$ cat config.mk
export PLATFORM = sky130hd
export DESIGN_NAME = alu_control_fsm
export DESIGN_NICKNAME = d
export VERILOG_FILES = /design/src/rtl/alu_control_fsm.sv
export SDC_FILE = /design/constraint.sdc
export NUM_CORES = 1
export LEC_CHECK = 0
export CORE_MARGIN = 5
export CORE_UTILIZATION = 49
export DETAILED_ROUTE_END_ITERATION = 8
export PLACE_DENSITY_LB_ADDON = 0.1
export SLEW_MARGIN = 20
export SYNTH_ARGS = -nofsm -noshare
export SYNTH_HDL_FRONTEND = slang
export SYNTH_SLANG_ARGS = --single-unit
$ cat constraint.sdc
create_clock -name clk -period 3.3 [get_ports clk]
set_input_delay 0.66 -clock clk [delete_from_list [all_inputs] [get_ports clk]]
set_output_delay 0.66 -clock clk [all_outputs]
set_load 0.01 [all_outputs]
$ cat src/rtl/alu_control_fsm.sv
// Multicycle MIPS control unit: sequences fetch/decode/execute/memory/writeback,
// drives every datapath enable and mux, and keeps a retired-instruction count.
module alu_control_fsm #(
    parameter int unsigned CNT_W = 32
) (
    input  logic             clk,
    input  logic             rst,
    input  logic [5:0]       opcode,
    input  logic [5:0]       funct,
    input  logic             zero,
    output logic [3:0]       alu_ctrl,
    output logic             alu_src_a,
    output logic [1:0]       alu_src_b,
    output logic             ext_op,
    output logic             iord,
    output logic             mem_read,
    output logic             mem_write,
    output logic             ir_write,
    output logic             reg_dst,
    output logic             mem_to_reg,
    output logic             reg_write,
    output logic [1:0]       pc_src,
    output logic             pc_en,
    output logic             illegal,
    output logic [CNT_W-1:0] retired,
    output logic [3:0]       state
);

    typedef enum logic [3:0] {
        StFetch  = 4'd0,
        StDecode = 4'd1,
        StMemAdr = 4'd2,
        StMemRd  = 4'd3,
        StMemWb  = 4'd4,
        StMemWr  = 4'd5,
        StRtEx   = 4'd6,
        StRtWb   = 4'd7,
        StBranch = 4'd8,
        StImmEx  = 4'd9,
        StImmWb  = 4'd10,
        StJump   = 4'd11
    } state_e;

    localparam logic [5:0] OpRtype = 6'h00;
    localparam logic [5:0] OpJ     = 6'h02;
    localparam logic [5:0] OpBeq   = 6'h04;
    localparam logic [5:0] OpBne   = 6'h05;
    localparam logic [5:0] OpAddi  = 6'h08;
    localparam logic [5:0] OpSlti  = 6'h0A;
    localparam logic [5:0] OpAndi  = 6'h0C;
    localparam logic [5:0] OpOri   = 6'h0D;
    localparam logic [5:0] OpLw    = 6'h23;
    localparam logic [5:0] OpSw    = 6'h2B;

    state_e           state_q, state_d;
    logic [CNT_W-1:0] retired_q;
    logic             retire;

    always_ff @(posedge clk or posedge rst) begin
        if (rst) begin
            state_q   <= StFetch;
            retired_q <= '0;
        end else begin
            state_q <= state_d;
            if (retire) retired_q <= retired_q + CNT_W'(1);
        end
    end

    always_comb begin
        state_d    = StFetch;
        retire     = 1'b0;
        alu_ctrl   = 4'd0;
        alu_src_a  = 1'b0;
        alu_src_b  = 2'b00;
        ext_op     = 1'b0;
        iord       = 1'b0;
        mem_read   = 1'b0;
        mem_write  = 1'b0;
        ir_write   = 1'b0;
        reg_dst    = 1'b0;
        mem_to_reg = 1'b0;
        reg_write  = 1'b0;
        pc_src     = 2'b00;
        pc_en      = 1'b0;
        illegal    = 1'b0;

        case (state_q)
            StFetch: begin
                mem_read  = 1'b1;
                ir_write  = 1'b1;
                pc_en     = 1'b1;
                alu_src_b = 2'b01;
                alu_ctrl  = 4'd2;
                state_d   = StDecode;
            end
            StDecode: begin
                // Speculatively compute the branch target into ALUOut.
                alu_src_b = 2'b11;
                alu_ctrl  = 4'd2;
                case (opcode)
                    OpLw, OpSw:                   state_d = StMemAdr;
                    OpRtype:                      state_d = StRtEx;
                    OpBeq, OpBne:                 state_d = StBranch;
                    OpAddi, OpAndi, OpOri, OpSlti: state_d = StImmEx;
                    OpJ:                          state_d = StJump;
                    default:                      illegal = 1'b1;
                endcase
            end
            StMemAdr: begin
                alu_src_a = 1'b1;
                alu_src_b = 2'b10;
                alu_ctrl  = 4'd2;
                state_d   = (opcode == OpLw) ? StMemRd : StMemWr;
            end
            StMemRd: begin
                iord     = 1'b1;
                mem_read = 1'b1;
                state_d  = StMemWb;
            end
            StMemWb: begin
                mem_to_reg = 1'b1;
                reg_write  = 1'b1;
                retire     = 1'b1;
            end
            StMemWr: begin
                iord      = 1'b1;
                mem_write = 1'b1;
                retire    = 1'b1;
            end
            StRtEx: begin
                alu_src_a = 1'b1;
                state_d   = StRtWb;
                case (funct)
                    6'h20:   alu_ctrl = 4'd2;
                    6'h22:   alu_ctrl = 4'd6;
                    6'h24:   alu_ctrl = 4'd0;
                    6'h25:   alu_ctrl = 4'd1;
                    6'h27:   alu_ctrl = 4'd12;
                    6'h2A:   alu_ctrl = 4'd7;
                    default: begin
                        alu_ctrl = 4'd2;
                        illegal  = 1'b1;
                        state_d  = StFetch;
                    end
                endcase
            end
            StRtWb: begin
                reg_dst   = 1'b1;
                reg_write = 1'b1;
                retire    = 1'b1;
            end
            StBranch: begin
                alu_src_a = 1'b1;
                alu_ctrl  = 4'd6;
                pc_src    = 2'b01;
                pc_en     = (opcode == OpBne) ? ~zero : zero;
                retire    = 1'b1;
            end
            StImmEx: begin
                alu_src_a = 1'b1;
                alu_src_b = 2'b10;
                state_d   = StImmWb;
                case (opcode)
                    OpAndi:  begin alu_ctrl = 4'd0; ext_op = 1'b1; end
                    OpOri:   begin alu_ctrl = 4'd1; ext_op = 1'b1; end
                    OpSlti:  alu_ctrl = 4'd7;
                    default: alu_ctrl = 4'd2;
                endcase
            end
            StImmWb: begin
                reg_write = 1'b1;
                retire    = 1'b1;
            end
            StJump: begin
                pc_src = 2'b10;
                pc_en  = 1'b1;
                retire = 1'b1;
            end
            default: state_d = StFetch;
        endcase

        // Reset kills every side effect immediately, not just at the next edge.
        if (rst) begin
            mem_read  = 1'b0;
            mem_write = 1'b0;
            ir_write  = 1'b0;
            reg_write = 1'b0;
            pc_en     = 1'b0;
            illegal   = 1'b0;
        end
    end

    assign retired = retired_q;
    assign state   = state_q;

endmodule
==> reports/metrics.yaml, run 1 <==
sta:
  worst_slew_pin_slew_ns: 0.743
  whs_ns: 0.481
  fmaxAchievable_ghz: 0.314
  maxSlewHeadroom_pct: 50.3
  finalCritPeriodShare_pct: 96.5
  finalSetupViolCount: 0
  fin_ws_ns: 0.116
  hold_viol: 0
  fin_skew_ns: 0.00482
  rsz0062_at_grt: "false"
  period_needed_ns: 3.18
  slew_violations: 0
  finalSetupTns_ns: 0
finish:
  multi_input_area_mm2: 0.00120
  final_util_pct: 70.7
  antennaDiodeCount: 0
  drive_above_1_share_pct: 9.68
  nFillCells: 355
  seq_area_um2: 901
  fin_area_mm2: 0.00308
  syn2layout_area_growth_pct: 40.0
  fin_nets: 325
setup_path:
  end_kind: "primary output"
  r2r_start: "state[0]"
  required_ns: 2.64
  cp_cell_sequence: "clkdlybuf4s50_1 -> buf_4 -> nor4_1 -> a31oi_1 -> o311ai_0 -> a21oi_1 -> clkdlybuf4s50_1"
  crit_arrival_ns: 2.52
  crit_path_max_fanout: 10
  cp_common_cell: "clkdlybuf4s50_1"
  max_stage_delay_ns: 0.49
  worstReg2RegEnd: "retired[26]"
  critical_path_buf_inv_count: 3
  rr_worst_depth: 5
  critical-path-top-delay-family: "buffers and inverters"
  slowest_stage: "clkdlybuf4s50_1"
  path_class: "input port to primary output"
  start_kind: "input port"
  r2r_slack_ns: 1.00
global_route:
  antenna_found_initial: 0
  track_usage_pct: 18.1
  grt_max_degree: 37
  overflow: 0
  grt_pass1_vias: 1948
  grt_pass1_wl_um: 8970
floorplanning:
  start_util_pct: 50.5
  num_rows: 24
  die_h_um: 77.0
  num_io_pins: 70
  dieArea_mm2: 0.00592
  core-area_mm2: 0.00435
  die_w_um: 77.0
clock_tree:
  cts_resized: 0
  postCtsSetupBuffers: 0
  cts.root.buffer_cell: "clkbuf_8"
  worstSkewPairLatency_ns: 0.28
  cts_hold_buf: 0
  htree_num_levels: 2
  cts_tree: "yes"
  cts_sinks: 36
  cts_made_buffers: 5
  clk_path_buf_depth: 2
  clk_pin_slew_ns: 0.07
synthesis:
  synth.area.mux_share_pct: 0.456
  syn_area_per_cell_um2: 9.31
  netlist_top_cells_area: "dfrtp_1, xnor2_1, and3_1, nand3_1, nand2_1"
  ys_types: 43
  synth_warnings: 0
  synthCells: 236
  synth_common_cells: "dfrtp_1, xnor2_1, nand2_1"
  synth-main-ff-cell: "dfrtp_1"
  yosysTopAreaCell: "dfrtp_1"
  async_flop_share_pct: 100
  ys_ff_latch: 36
  synth_area_mm2: 0.00220
  ys_seq_area_share_pct: 41.0
  synth_top_area_share_pct: 41.0
  synth_xor_area_share_pct: 13.2
  yosysMostFrequentCell: "dfrtp_1"
  synth_nets: 252
  synth_top_family_by_area: "simple AND/OR/NAND/NOR gates"
  synthAdderAreaFrac_pct: 0.569
  synth_compound_area_share_pct: 12.3
  yosys.area_share.simple_pct: 28.1
  synth_edf_count: 0
drt:
  drt_wl_total_um: 5340
  ant_nets: 0
  top_layer: "met4"
  drt_iter0_markers: 100
  via_count: 2037
  met2_length_um: 2560
  drc: 0
  first_pass_iters: 4
  routedWlPerCell_um: 14.8
  vias_per_cell: 5.63
  wl_met1_um: 2340
  wl_met3_um: 340
run_status:
  status: "complete, no violations"
placement:
  place_area_mm2: 0.00296
  dp_hpwl_um: 4000
  place.gp.congestion: 0.998
  port_buffers: 69
  place_ws_ns: 0.113
pwr:
  ir_drop_uv: 375
  p_leak_nw: 1.31
  power_density_mw_per_mm2: 497
min_path:
  hp-class: "flip-flop to flip-flop"
  hold_start: "retired[31]"
  min_to: "retired[31]"
  hold_depth: 1
run:
  max_cap_violations: 0
## layout by cell type (no fill, tap or decap), drive strengths merged, types with 2 or more instances in the layout
master	n
dfrtp	36
inv	8
nand2	18
and4	4
a31oi	4
nor4	5
a211oi	4
a21oi	7
xor2	6
o32a	2
nand3	15
nor3	12
o21ai	10
nand2b	4
nor2b	4
xnor2	27
clkdlybuf4s50	68
and3	14
o32ai	2
nand4	9
buf	10
nor2	17
clkbuf	6
or2	2
## state kept, by name (all words and copies together), names as in the netlist
| signal | count |
|---|---|
| retired | 32 |
| state | 4 |
## power by group
group          internal [W]  total (W)  leakage, nW  switching, W
clock              0.000224   0.000376       0.0552      0.000151
combinational      0.000298   0.000581        0.764      0.000283
sequential         0.000478   0.000571        0.494     0.0000930
## through the flow
step | std cells | total power, W
detailed placement | 354 | 0.00116
floorplan | 236 | 0.000887
CTS | 362 | 0.00154
global placement | 354 | 0.00115
global route | 362 | 0.00162
finish | 362 | 0.00153
## cells by family (layout without fill, tap and decap cells)
group	after synthesis	count (layout)
AO/OA/AOI/OAI	39	39
adder cells (fa/ha/maj)	1	1
multiplexers	1	1
buffers and inverters	21	95
flip-flops	36	36
AND/OR/NAND/NOR	105	105
XOR/XNOR	33	33
## how the worst max path moves through the flow
stage / to / from / cells past startpoint
finish: illegal / opcode[1] / 7
global route: illegal / opcode[1] / 7
CTS: pc_en / opcode[1] / 7
detailed placement: pc_en / opcode[1] / 7
global placement: pc_en / opcode[1] / 7
floorplan: pc_en / opcode[0] / 5
## layer usage
| metal | track usage (%) | vias up |
|---|---|---|
| met3 | 3.63 | 9 |
| met1 | 22.6 | 958 |
| li1 | - | 996 |
| met4 | 7.87 | 0 |
| met2 | 30.1 | 74 |
| met5 | 0 | - |
## final cells by class
type / instances / share of cell area (%)
Multi-Input combinational cell: 179 / 39.2
Sequential cell: 36 / 29.3
Timing Repair Buffer: 79 / 25.0
Inverter: 8 / 0.976
Tap cell: 52 / 2.11
Clock inverter: 2 / 1.14
Clock buffer: 6 / 2.36
## worst register-to-register path: stages, from the launching register on
cell     delay (ns)
dfrtp_1        0.71
nor2b_1        0.15
o22a_4         0.33
nor2b_1        0.60
nand4_1        0.21
xnor2_1        0.18
(Power assumes the default switching activity.)
==> run 2: changes to the inputs <==
- CORE_UTILIZATION: 49 -> 47
- SETUP_SLACK_MARGIN: unset -> 0.05
- clock period: 3.3 -> 3.5 ns (I/O delays scaled with it)
==> run 2 against run 1 <==
  * Critical path type unchanged
  * Sequential power fell by 6.5%
  * Highest routed layer unchanged
  * Power fell by 9.5%
  * First-iteration DRC count fell by 17%
==> reports/metrics.yaml, run 2 (synthesis results as in run 1) <==
run_status:
  status: "complete, no violations"
finish:
  drive_above_1_share_pct: 8.17
  final_cells: 358
  fin_nets: 321
  syn2layout_area_growth_pct: 37.8
  largest_register_ffs: 32
  antennaDiodeCount: 0
  layout_commonest_cell: "clkdlybuf4s50_1"
  final_cell_mix: "clkdlybuf4s50_1, dfrtp_1, xnor2_1"
sta:
  fin_ws_ns: 0.178
  hold_viol: 0
  slew_violations: 0
  fmaxAchievable_ghz: 0.301
  period_needed_ns: 3.32
  finalSetupTns_ns: 0
  finalSetupViolCount: 0
  maxSlewHeadroom_pct: 51.9
  whs_ns: 0.493
  finalCritPeriodShare_pct: 94.9
  worst_slew_pin_slew_ns: 0.720
  fin_skew_ns: 0.00546
  rsz0062_at_grt: "false"
global_route:
  overflow: 0
  antenna_found_initial: 0
  grt_pass1_wl_um: 9400
  grt_pass1_vias: 1964
  grt_max_degree: 30
  track_usage_pct: 18.7
setup_path:
  end_kind: "primary output"
  cp_common_cell: "clkdlybuf4s50_1"
  crit_arrival_ns: 2.62
  path_class: "input port to primary output"
  slowest_stage: "clkdlybuf4s50_1"
  crit_path_max_fanout: 5
  cp_cell_sequence: "clkdlybuf4s50_1 -> nor2_1 -> nand4_1 -> xnor2_1 -> o211ai_1 -> a211oi_1 -> clkdlybuf4s50_1"
  critical-path-top-delay-family: "buffers and inverters"
  start_kind: "input port"
  critical_path_buf_inv_count: 2
  max_stage_delay_ns: 0.57
  required_ns: 2.80
clock_tree:
  cts_sinks: 36
  postCtsSetupBuffers: 0
  htree_num_levels: 2
  cts_resized: 0
  clk_pin_slew_ns: 0.07
  cts.root.buffer_cell: "clkbuf_8"
  cts_hold_buf: 0
  clk_path_buf_depth: 2
  cts_made_buffers: 5
  worstSkewPairLatency_ns: 0.28
  cts_tree: "yes"
floorplanning:
  dieArea_mm2: 0.00614
  num_rows: 24
  die_h_um: 78.4
  num_io_pins: 70
  core-area_mm2: 0.00444
  die_w_um: 78.4
  start_util_pct: 49.4
placement:
  place.gp.congestion: 0.868
  place_ws_ns: 0.159
  port_buffers: 69
  dp_cells: 350
  dp_hpwl_um: 4000
drt:
  drt_iter0_markers: 83
  routedWlPerCell_um: 15.2
  via_count: 2012
  ant_nets: 0
  first_pass_iters: 4
  vias_per_cell: 5.62
  drc: 0
  drt_wl_total_um: 5450
run:
  max_cap_violations: 0
pwr:
  ir_drop_uv: 217
  p_leak_nw: 1.27
  power_density_mw_per_mm2: 457
min_path:
  hp-class: "flip-flop to flip-flop"
==> run 2: stage by stage <==
stage	utilization (%)	instance area [µm²]	power [W]
floorplan	-	2200	0.000836
global placement	66.0	2930	0.00108
detailed placement	66.0	2930	0.00108
CTS	68.1	3030	0.00139
global route	68.1	3030	0.00147
finish	68.1	3030	0.00138
==> run 2: worst paths after layout <==
check                            start          end  slack, ns  cells past startpoint
max                          opcode[4]        pc_en       0.18                      7
min                        retired[29]  retired[29]       0.49                      1
max reg2reg                   state[2]  retired[26]       1.24                      5
min reg2reg                retired[29]  retired[29]       0.49                      1
max in group asynchronous          rst     state[1]       1.98                      3
min in group asynchronous          rst     state[0]       0.85                      2
==> run 2: layer usage <==
metal	routed length (µm)	track usage, %	up-vias
met5	0	0	-
met4	55	6.12	0
met3	236	3.43	4
met2	2590	29.1	55
met1	2560	26.3	963
li1	-	-	990
==> run 2: report_power, final <==
group	internal, W	switching (W)
registers	0.000451	0.0000833
clock network	0.000160	0.000146
logic	0.000278	0.000265
total	0.000889	0.000494
==> run 2: worst reg2reg max path: cells and delay by family, from the launching register on <==
family          cells  cell delay, ns
simple gates        3            0.96
flops               1            0.71
xor+xnor            1            0.18
compound gates      1            0.30
==> run 2: cell type report <==
type,count,area [µm²]
fill,365,1420
tap,52,65.1
timing repair buffer,75,736
clock inverter,1,7.51
clock buffer,7,86.3
multi-input combinational,179,1200
inverter,8,30.0
sequential,36,901
